==> config.mk <==
export PLATFORM = sky130hd
export DESIGN_NAME = pwl_activation
export DESIGN_NICKNAME = d
export VERILOG_FILES = /design/src/rtl/pwl_activation.sv
export SDC_FILE = /design/constraint.sdc
export NUM_CORES = 2
export LEC_CHECK = 0
export BUFFER_PORTS_ARGS = -buffer_cell sky130_fd_sc_hd__buf_2
export CAP_MARGIN = 5
export CORE_MARGIN = 4
export CORE_UTILIZATION = 57
export DETAILED_ROUTE_END_ITERATION = 16
export GPL_TIMING_DRIVEN = 0
export PLACE_DENSITY = 0.77
export SLEW_MARGIN = 20
export SYNTH_ARGS = -nofsm -noshare
export SYNTH_HDL_FRONTEND = slang
export SYNTH_SLANG_ARGS = --single-unit
==> constraint.sdc <==
create_clock -name clk -period 6.16 [get_ports clk]
set_clock_uncertainty 0.2 [all_clocks]
set_input_delay 1.232 -clock clk [delete_from_list [all_inputs] [get_ports clk]]
set_output_delay 1.232 -clock clk [all_outputs]
set_load 0.02 [all_outputs]
==> src/rtl/pwl_activation.sv <==
// Pipelined piecewise-linear activation with a runtime-programmable segment table.
// Define PWL_TANH_EN to honour in_mode (tanh path); otherwise every sample is sigmoid.
module pwl_activation #(
    parameter int DATA_W   = 32,
    parameter int SEGMENTS = 8,
    parameter int SAT_VAL  = 1874,
    parameter int SHIFT_W  = 5
) (
    input  logic                        clk,
    input  logic                        reset,
    input  logic                        in_valid,
    output logic                        in_ready,
    input  logic [DATA_W-1:0]           in_data,
    input  logic                        in_mode,
    output logic                        out_valid,
    input  logic                        out_ready,
    output logic [DATA_W-1:0]           out_data,
    input  logic                        cfg_we,
    input  logic [1:0]                  cfg_sel,
    input  logic [$clog2(SEGMENTS)-1:0] cfg_addr,
    input  logic [DATA_W-1:0]           cfg_wdata
);

    localparam int AW = $clog2(SEGMENTS);
    localparam logic [DATA_W-1:0] SAT     = DATA_W'(SAT_VAL);
    localparam logic [DATA_W-1:0] POS_MAX = {1'b0, {(DATA_W-1){1'b1}}};
    localparam logic [DATA_W-1:0] NEG_MIN = {1'b1, {(DATA_W-1){1'b0}}};
    localparam logic [DATA_W:0]   SUM_MAX = {2'b00, {(DATA_W-1){1'b1}}};

    logic en;
    assign en       = !out_valid || out_ready;
    assign in_ready = en;

    // Segment table
    logic [DATA_W-1:0]  bp_tab    [SEGMENTS];
    logic [SHIFT_W-1:0] shift_tab [SEGMENTS];
    logic [DATA_W-1:0]  off_tab   [SEGMENTS];

    always_ff @(posedge clk) begin
        if (reset) begin
            for (int unsigned k = 0; k < SEGMENTS; k++) begin
                bp_tab[AW'(k)]    <= '1;
                shift_tab[AW'(k)] <= SHIFT_W'(2);
                off_tab[AW'(k)]   <= SAT >> 1;
            end
        end else if (cfg_we && (int'(cfg_addr) < SEGMENTS)) begin
            case (cfg_sel)
                2'd0:    bp_tab[cfg_addr]    <= cfg_wdata;
                2'd1:    shift_tab[cfg_addr] <= cfg_wdata[SHIFT_W-1:0];
                2'd2:    off_tab[cfg_addr]   <= cfg_wdata;
                default: ;
            endcase
        end
    end

    // S1: magnitude and sign
    logic              s1_valid;
    logic              s1_sign;
    logic [DATA_W-1:0] s1_a;
    logic [DATA_W-1:0] abs_x;

    always_comb begin
        abs_x = in_data;
        if (in_data[DATA_W-1]) begin
            abs_x = (in_data == NEG_MIN) ? POS_MAX : ('0 - in_data);
        end
    end

    always_ff @(posedge clk) begin
        if (reset) begin
            s1_valid <= 1'b0;
            s1_sign  <= 1'b0;
            s1_a     <= '0;
        end else if (en) begin
            s1_valid <= in_valid;
            s1_sign  <= in_data[DATA_W-1];
            s1_a     <= abs_x;
        end
    end

`ifdef PWL_TANH_EN
    logic s1_mode;
    logic s2_mode;

    always_ff @(posedge clk) begin
        if (reset) begin
            s1_mode <= 1'b0;
            s2_mode <= 1'b0;
        end else if (en) begin
            s1_mode <= in_mode;
            s2_mode <= s1_mode;
        end
    end
`else
    logic unused_mode;
    assign unused_mode = in_mode;
`endif

    // S2: first breakpoint above the magnitude wins; no hit means saturation
    logic              hit;
    logic [AW-1:0]     seg;
    logic              s2_valid;
    logic              s2_sign;
    logic              s2_sat;
    logic [DATA_W-1:0] s2_a;
    logic [SHIFT_W-1:0] s2_shift;
    logic [DATA_W-1:0] s2_off;

    always_comb begin
        hit = 1'b0;
        seg = '0;
        for (int unsigned k = 0; k < SEGMENTS; k++) begin
            if (!hit && (s1_a < bp_tab[AW'(k)])) begin
                hit = 1'b1;
                seg = AW'(k);
            end
        end
    end

    always_ff @(posedge clk) begin
        if (reset) begin
            s2_valid <= 1'b0;
            s2_sign  <= 1'b0;
            s2_sat   <= 1'b0;
            s2_a     <= '0;
            s2_shift <= '0;
            s2_off   <= '0;
        end else if (en) begin
            s2_valid <= s1_valid;
            s2_sign  <= s1_sign;
            s2_sat   <= !hit;
            s2_a     <= s1_a;
            s2_shift <= shift_tab[seg];
            s2_off   <= off_tab[seg];
        end
    end

    // S3: linear segment, positive clamp, then sign folding
    logic [DATA_W:0]   sum;
    logic [DATA_W-1:0] y;
    logic [DATA_W-1:0] result;

    always_comb begin
        sum = {1'b0, s2_a >> s2_shift} + {1'b0, s2_off};
        if (s2_sat) begin
            y = SAT;
        end else if (sum > SUM_MAX) begin
            y = POS_MAX;
        end else begin
            y = sum[DATA_W-1:0];
        end

        result = y;
        if (s2_sign) begin
            result = (y > SAT) ? '0 : (SAT - y);
        end
`ifdef PWL_TANH_EN
        if (s2_mode) begin
            result = s2_sign ? ('0 - y) : y;
        end
`endif
    end

    always_ff @(posedge clk) begin
        if (reset) begin
            out_valid <= 1'b0;
            out_data  <= '0;
        end else if (en) begin
            out_valid <= s2_valid;
            if (s2_valid) begin
                out_data <= result;
            end
        end
    end

endmodule

### Word-level counts from Yosys, hierarchy flattened

Memories as Yosys holds them, arrays and structs flattened. A register that Yosys moved wholly into a read port is not among the register bits.
Cells that the tools add are included.

* RAM bits: 552
* memories: 3
* output and inout bits: 34
* input port bits: 75
* word-level logic and storage cells: 95
* register bits: 102

* reductions and logical operators: 22
* magnitude comparators: 10
* eq/ne operators: 3
* shift operators: 1
* add/sub/neg operators: 3
* multiplexer cells: 44

Memory list
* bp_tab: depth 8, bits a word 32, rd ports 8, clocked after memory_dff 0, write ports 8, line 35 `logic [DATA_W-1:0] bp_tab [SEGMENTS];`
* off_tab: depth 8, bits a word 32, rd ports 1, clocked after memory_dff 1, write ports 8, line 37 `logic [DATA_W-1:0] off_tab [SEGMENTS];`
* shift_tab: depth 8, bits a word 5, rd ports 1, clocked after memory_dff 1, write ports 8, line 36 `logic [SHIFT_W-1:0] shift_tab [SEGMENTS];`

Operators by type and width (count)
* $lt 32x32->1: 8
* $mux 32: 8
* $reduce_or 32->1: 2
* $add 32x32->33: 1
* $gt 33x31->1 const B: 1
* $eq 32x32->1 const B: 1
* $gt 32x11->1 const B: 1
* $shr 32x5->32: 1
* $sub 1x32->32 const A: 1
* $sub 11x32->32 const A: 1
* $mux 3: 9
* $mux 1: 26
* $logic_not 1->1: 9
* $logic_and 1x1->1: 7
* $mux 5: 1
* $reduce_or 5->1: 1
* $eq 2x1->1 const B: 1
* $eq 2x2->1 const B: 1
* $logic_not 2->1: 1
* $reduce_and 2->1: 1
* $logic_or 1x1->1: 1

### Logic depth before layout (Yosys ltp)

An unclocked memory read counts as a cell.

* depth after elaboration: 25
* mapped depth: 35
* gate-level depth less buffers: 29

### Worst setup path after synthesis

Ideal clock, no wire load.

* kind: reg2reg
* start point: reg s2_shift[1] (read register of shift_tab)
* end point: reg out_data[14]
* cell stages (with the launch flop): 31
* period minus slack after synthesis: 6.708 ns
* arrival time: 6.405 ns
* path slack: -0.548 ns
* buffers on the path: 6
* setup time: 0.103 ns
* required time: 5.857 ns
* path through: dfxtp_1 -> clkbuf_1 -> clkbuf_1 -> clkbuf_1 -> mux4_2 -> mux2_2 -> o21ai_0 -> nor2_1 -> ha_1 -> buf_2 -> a21oi_2 -> o211ai_1 -> a31oi_4 -> nor2_1 -> nor4_1 -> o211ai_4 -> buf_6 -> clkbuf_1 -> nor2_1 -> nand2_1 -> ha_1 -> nand3b_1 -> mux2i_1 -> mux2_2 -> nand2_1 -> o2111a_1 -> nor3b_2 -> nor2_1 -> a21o_1 -> a311o_1 -> a2111oi_2

* cells in the longest elaborated chain, start to end: 8
* elaborated cells on any way between the ends: 9
* classes of those cells: 2 x add/sub; 2 x order compare; 1 x shift; 4 x mux

RTL lines
* from (decl): line 106 `logic [SHIFT_W-1:0] s2_shift;`
* $shr 32x5->32 (*): line 144 `sum = {1'b0, s2_a >> s2_shift} + {1'b0, s2_off};`
* $add 32x32->33 (*): line 144
* $gt 33x31->1: line 147 `end else if (sum > SUM_MAX) begin`
* $mux 32 (*): line 147
* $mux 32 (*): line 145 `if (s2_sat) begin`
* $sub 11x32->32 or $gt 32x11->1 (tied branches): line 155 `result = (y > SAT) ? '0 : (SAT - y);`
* $mux 32: line 155
* $mux 32 (*): line 154 `if (s2_sign) begin`
* to (signal assigned): line 171 `out_data <= result;`
* to (decl): line 17 `output logic [DATA_W-1:0] out_data,`

Mark *: on every way between the ends. The rest lies on a longest branch, timed or not.
A chain may end at the register's enable or synchronous reset.

### Worst setup path after layout

Same ends and word-level chain as after synthesis.

==> flow_results.xml <==
<?xml version="1.0" encoding="UTF-8"?>
<metrics>
  <group name="pwr">
    <metric name="cellPowerDensity" unit="mW/mm^2">274.2</metric>
    <metric name="worst_case_vdd_ir_drop" unit="mV">0.2124</metric>
    <metric name="p_leak" unit="nW">17.81</metric>
  </group>
  <group name="floorplanning">
    <metric name="dieArea" unit="mm^2">0.07361</metric>
    <metric name="die_x" unit="um">271.3</metric>
    <metric name="io_pins" unit="">109</metric>
    <metric name="placeableCoreArea" unit="mm^2">0.06871</metric>
    <metric name="die_height" unit="um">271.3</metric>
    <metric name="row_count" unit="">96</metric>
    <metric name="initial_core_util" unit="%">57.52</metric>
  </group>
  <group name="logic_synthesis">
    <metric name="synth.most_common_cell" unit="">edfxtp_1</metric>
    <metric name="synth-seq-area-share" unit="%">48.98</metric>
    <metric name="synth.distinct_cells" unit="">84</metric>
    <metric name="synth_top_cell_by_area" unit="">edfxtp_1</metric>
    <metric name="postSynthNetCount" unit="">4254</metric>
    <metric name="synth-edff-count" unit="">552</metric>
    <metric name="ys_dominant_reg_cell" unit="">edfxtp_1</metric>
    <metric name="async_flop_share" unit="%">0</metric>
    <metric name="yosys-top-cells-count" unit="">552 x edfxtp_1, 304 x nand2_1, 284 x or3_1</metric>
    <metric name="ys_seq_elements" unit="">691</metric>
    <metric name="synth_top_cell_area_share" unit="%">41.94</metric>
    <metric name="post_synth_inst_count" unit="">3896</metric>
    <metric name="yosysWarningCount" unit="">0</metric>
    <metric name="synthTopCellsByArea" unit="">edfxtp_1 42%, ha_1 8.9%, dfxtp_1 7.0%</metric>
    <metric name="synthesis.area_per_instance" unit="um^2">10.14</metric>
    <metric name="post_synth_design_cell_area" unit="mm^2">0.03952</metric>
  </group>
  <group name="setup_path">
    <metric name="timing.critical_path.required" unit="ns">6.46</metric>
    <metric name="timing.setup.critical_path_class" unit="">register to register</metric>
    <metric name="critical_path_peak_fanout" unit="">6</metric>
    <metric name="endpoint_kind" unit="">register</metric>
    <metric name="regToRegSetupSlack" unit="ns">-0.19</metric>
    <metric name="timing.critical_path.from_type" unit="">register</metric>
    <metric name="r2r-end" unit="">out_data[14]</metric>
    <metric name="cp_slowest_stage_delay" unit="ns">0.37</metric>
    <metric name="timing.reg2reg.worst_path_depth" unit="">28</metric>
    <metric name="critPathSlowestCell" unit="">a211o_4</metric>
    <metric name="arrival_time_of_the_worst_setup_path" unit="ns">6.65</metric>
    <metric name="r2r-start" unit="">s2_shift[1]</metric>
  </group>
  <group name="timing">
    <metric name="crit_path_time_final" unit="ns">6.352</metric>
    <metric name="slew_at_the_pin_closest_to_its_max_slew_limit" unit="ns">1.285</metric>
    <metric name="rsz0062_at_grt" unit="">true</metric>
    <metric name="timing.setup.tns" unit="ns">-1.492</metric>
    <metric name="maxSlewViolCount" unit="">0</metric>
    <metric name="finalHoldWorstSlack" unit="ns">0.2425</metric>
    <metric name="timing.final.setup_violations" unit="">26</metric>
    <metric name="setup_ws" unit="ns">-0.1920</metric>
    <metric name="max_slew_margin" unit="%">14.31</metric>
    <metric name="max_clock_freq" unit="MHz">157.4</metric>
    <metric name="finalCritPeriodShare" unit="%">103.1</metric>
    <metric name="report.final.hold_viol_count" unit="">0</metric>
  </group>
  <group name="route">
    <metric name="drc" unit="">0</metric>
    <metric name="detail_route.wl_per_cell" unit="um">24.40</metric>
    <metric name="detailroute.via_count" unit="">32230</metric>
    <metric name="totalWireLength" unit="um">124900</metric>
    <metric name="viasPerCell" unit="">6.297</metric>
    <metric name="dr.pass1.iters" unit="">7</metric>
    <metric name="drt_first_iter_violations" unit="">3881</metric>
    <metric name="drt.antenna.violating_nets" unit="">0</metric>
  </group>
  <group name="global_route">
    <metric name="grt_pass1_vias" unit="">30480</metric>
    <metric name="globalRouteOverflowTotal" unit="">0</metric>
    <metric name="grt_start_max_net_pins" unit="">33</metric>
    <metric name="antenna_found_initial" unit="">6</metric>
    <metric name="grt_use_total" unit="%">32.96</metric>
    <metric name="first_pass_grt_wire_length" unit="um">184500</metric>
  </group>
  <group name="clock_tree">
    <metric name="cts_num_sinks" unit="">691</metric>
    <metric name="worst_skew_pair.late_latency" unit="ns">0.66</metric>
    <metric name="tritoncts" unit="">built</metric>
    <metric name="max_clock_buf_depth" unit="">3</metric>
    <metric name="tritoncts.num_buffers" unit="">74</metric>
    <metric name="clk_pin_slew" unit="ns">0.07</metric>
    <metric name="clockRootBuffer" unit="">clkbuf_16</metric>
    <metric name="cts_htree_levels" unit="">3</metric>
    <metric name="cts-hold-fix-buffers" unit="">0</metric>
  </group>
  <group name="min_path">
    <metric name="number_of_cells_on_the_worst_hold_path" unit="">2</metric>
    <metric name="whs_endpoint" unit="">out_data[13]</metric>
    <metric name="worst_hold_path_type" unit="">register to register</metric>
    <metric name="worstHoldStart" unit="">out_data[13]</metric>
  </group>
  <group name="outcome">
    <metric name="failed_checks" unit="">negative setup slack</metric>
    <metric name="outcome" unit="">finished with violations</metric>
  </group>
  <group name="layout">
    <metric name="growth_of_design_area_from_synthesis_to_finish" unit="%">14.62</metric>
    <metric name="drive_above_1_share" unit="%">12.97</metric>
    <metric name="layout.cell_area.non_filler" unit="mm^2">0.04530</metric>
    <metric name="finalNetCount" unit="">4485</metric>
  </group>
  <group name="place">
    <metric name="gpl.final_weighted_congestion" unit="">0.9535</metric>
    <metric name="port_buffers" unit="">103</metric>
    <metric name="placed_cell_area" unit="mm^2">0.04154</metric>
    <metric name="place.detailed.hpwl" unit="um">88930</metric>
  </group>
  <group name="flow_run">
    <metric name="max_cap_violations" unit="">0</metric>
  </group>
</metrics>
cell families after synthesis:
logic type	share of synthesized area [%]
mux	3.571
xor+xnor	1.219
buf+inv	5.154
fa+ha+maj	8.978
simple gates	19.03
compound gates	13.07
flops	48.98
flip-flops by register name, indices dropped and copies added, names as in the netlist:
name and flops:
bp_tab 256, off_tab 256, shift_tab 40, out_data 32
s1_a 32, s2_a 32, s2_off 32, s2_shift 5
out_valid 1, s1_sign 1, s1_valid 1, s2_sat 1
s2_sign 1, s2_valid 1
routing by layer:
metal	vias to the layer above	track usage [%]	routed length (um)
met4	6	16.09	6968
li1	14600	-	-
met2	1814	50.62	55100
met3	382	9.457	14890
met5	-	0	38
met1	15430	43.13	47890
stage by stage:
stage	setup WS [ns]	total power, mW	instances	utilization (%)
5_1_grt	-0.3702	12.85	5117	65.93
3_3_place_gp	-1.221	7.615	4930	60.07
2_1_floorplan	0.003422	6.921	3896	-
6_report	-0.1920	12.42	5119	65.93
4_1_cts	-0.04818	12.28	5106	65.26
3_5_place_dp	-1.179	7.678	4938	60.47
final cells by class:
class	instances	area [um^2]
Fill cell	5323	23410
Sequential cell	691	19360
Multi-Input combinational cell	2670	18990
Clock buffer	93	1983
Tap cell	931	1165
Buffer	253	1147
Timing Repair Buffer	160	1131
Inverter	277	1042
Clock inverter	42	467.9
Antenna cell	2	5.005
where the power goes:
part	leakage, nW	switching (mW)	internal (mW)
registers	6.57	0.237	5.30
logic	10.1	1.49	0.884
clock network	1.19	1.98	2.54
total	17.8	3.71	8.72
critical path, delay by kind of cell (launching register included):
kind                       cells  cell delay (ns)
buffers and inverters          5             0.73
and+or+nand+nor                4             0.54
adders and majority gates      2             0.50
muxes                          4             1.05
AOI/OAI and AO/OA             13             2.81
DFF                            1             0.33
how the worst max path moves through the flow:
stage | from | endpoint | slack, ns
after floorplan | s2_shift[1] | out_data[14] | 0.003
after global routing | s2_shift[1] | out_data[24] | -0.37
after detailed placement | s2_shift[2] | out_data[14] | -1.18
after CTS | s2_shift[1] | out_data[14] | -0.05
after global placement | s2_shift[2] | out_data[14] | -1.22
final | s2_shift[1] | out_data[14] | -0.19
cell usage in the layout (no fill, tap or decap), drive strengths merged, types with 11 or more instances in the layout:
master     n
a31oi     14
nor3      21
nor2     223
o31ai     25
nor2b     21
o22ai     11
inv      281
mux2      28
a22o      25
nand3     70
ha       282
nand2    304
nor4      64
a211oi    67
a21o      37
o21ai    137
buf      190
or2       54
o2bb2ai   13
clkinv    28
edfxtp   552
and3      13
clkbuf   316
xor2      33
mux2i     78
nand4     45
and2     252
dfxtp    139
xnor2     22
mux4      14
o211ai    54
o21bai    12
a21oi    284
nand2b    30
o21a      20
or3      284
a2111oi   13
timing repair:
item / in CTS / in global routing
buffers inserted: 35 / 11
endpoints found under the hold margin: 0 / 0
gates cloned: 2 / 2
setup endpoints to repair: 32 / 33
resized for setup: 131 / 69
pin swaps: 38 / 35
Power figures use the tool's default switching activity.
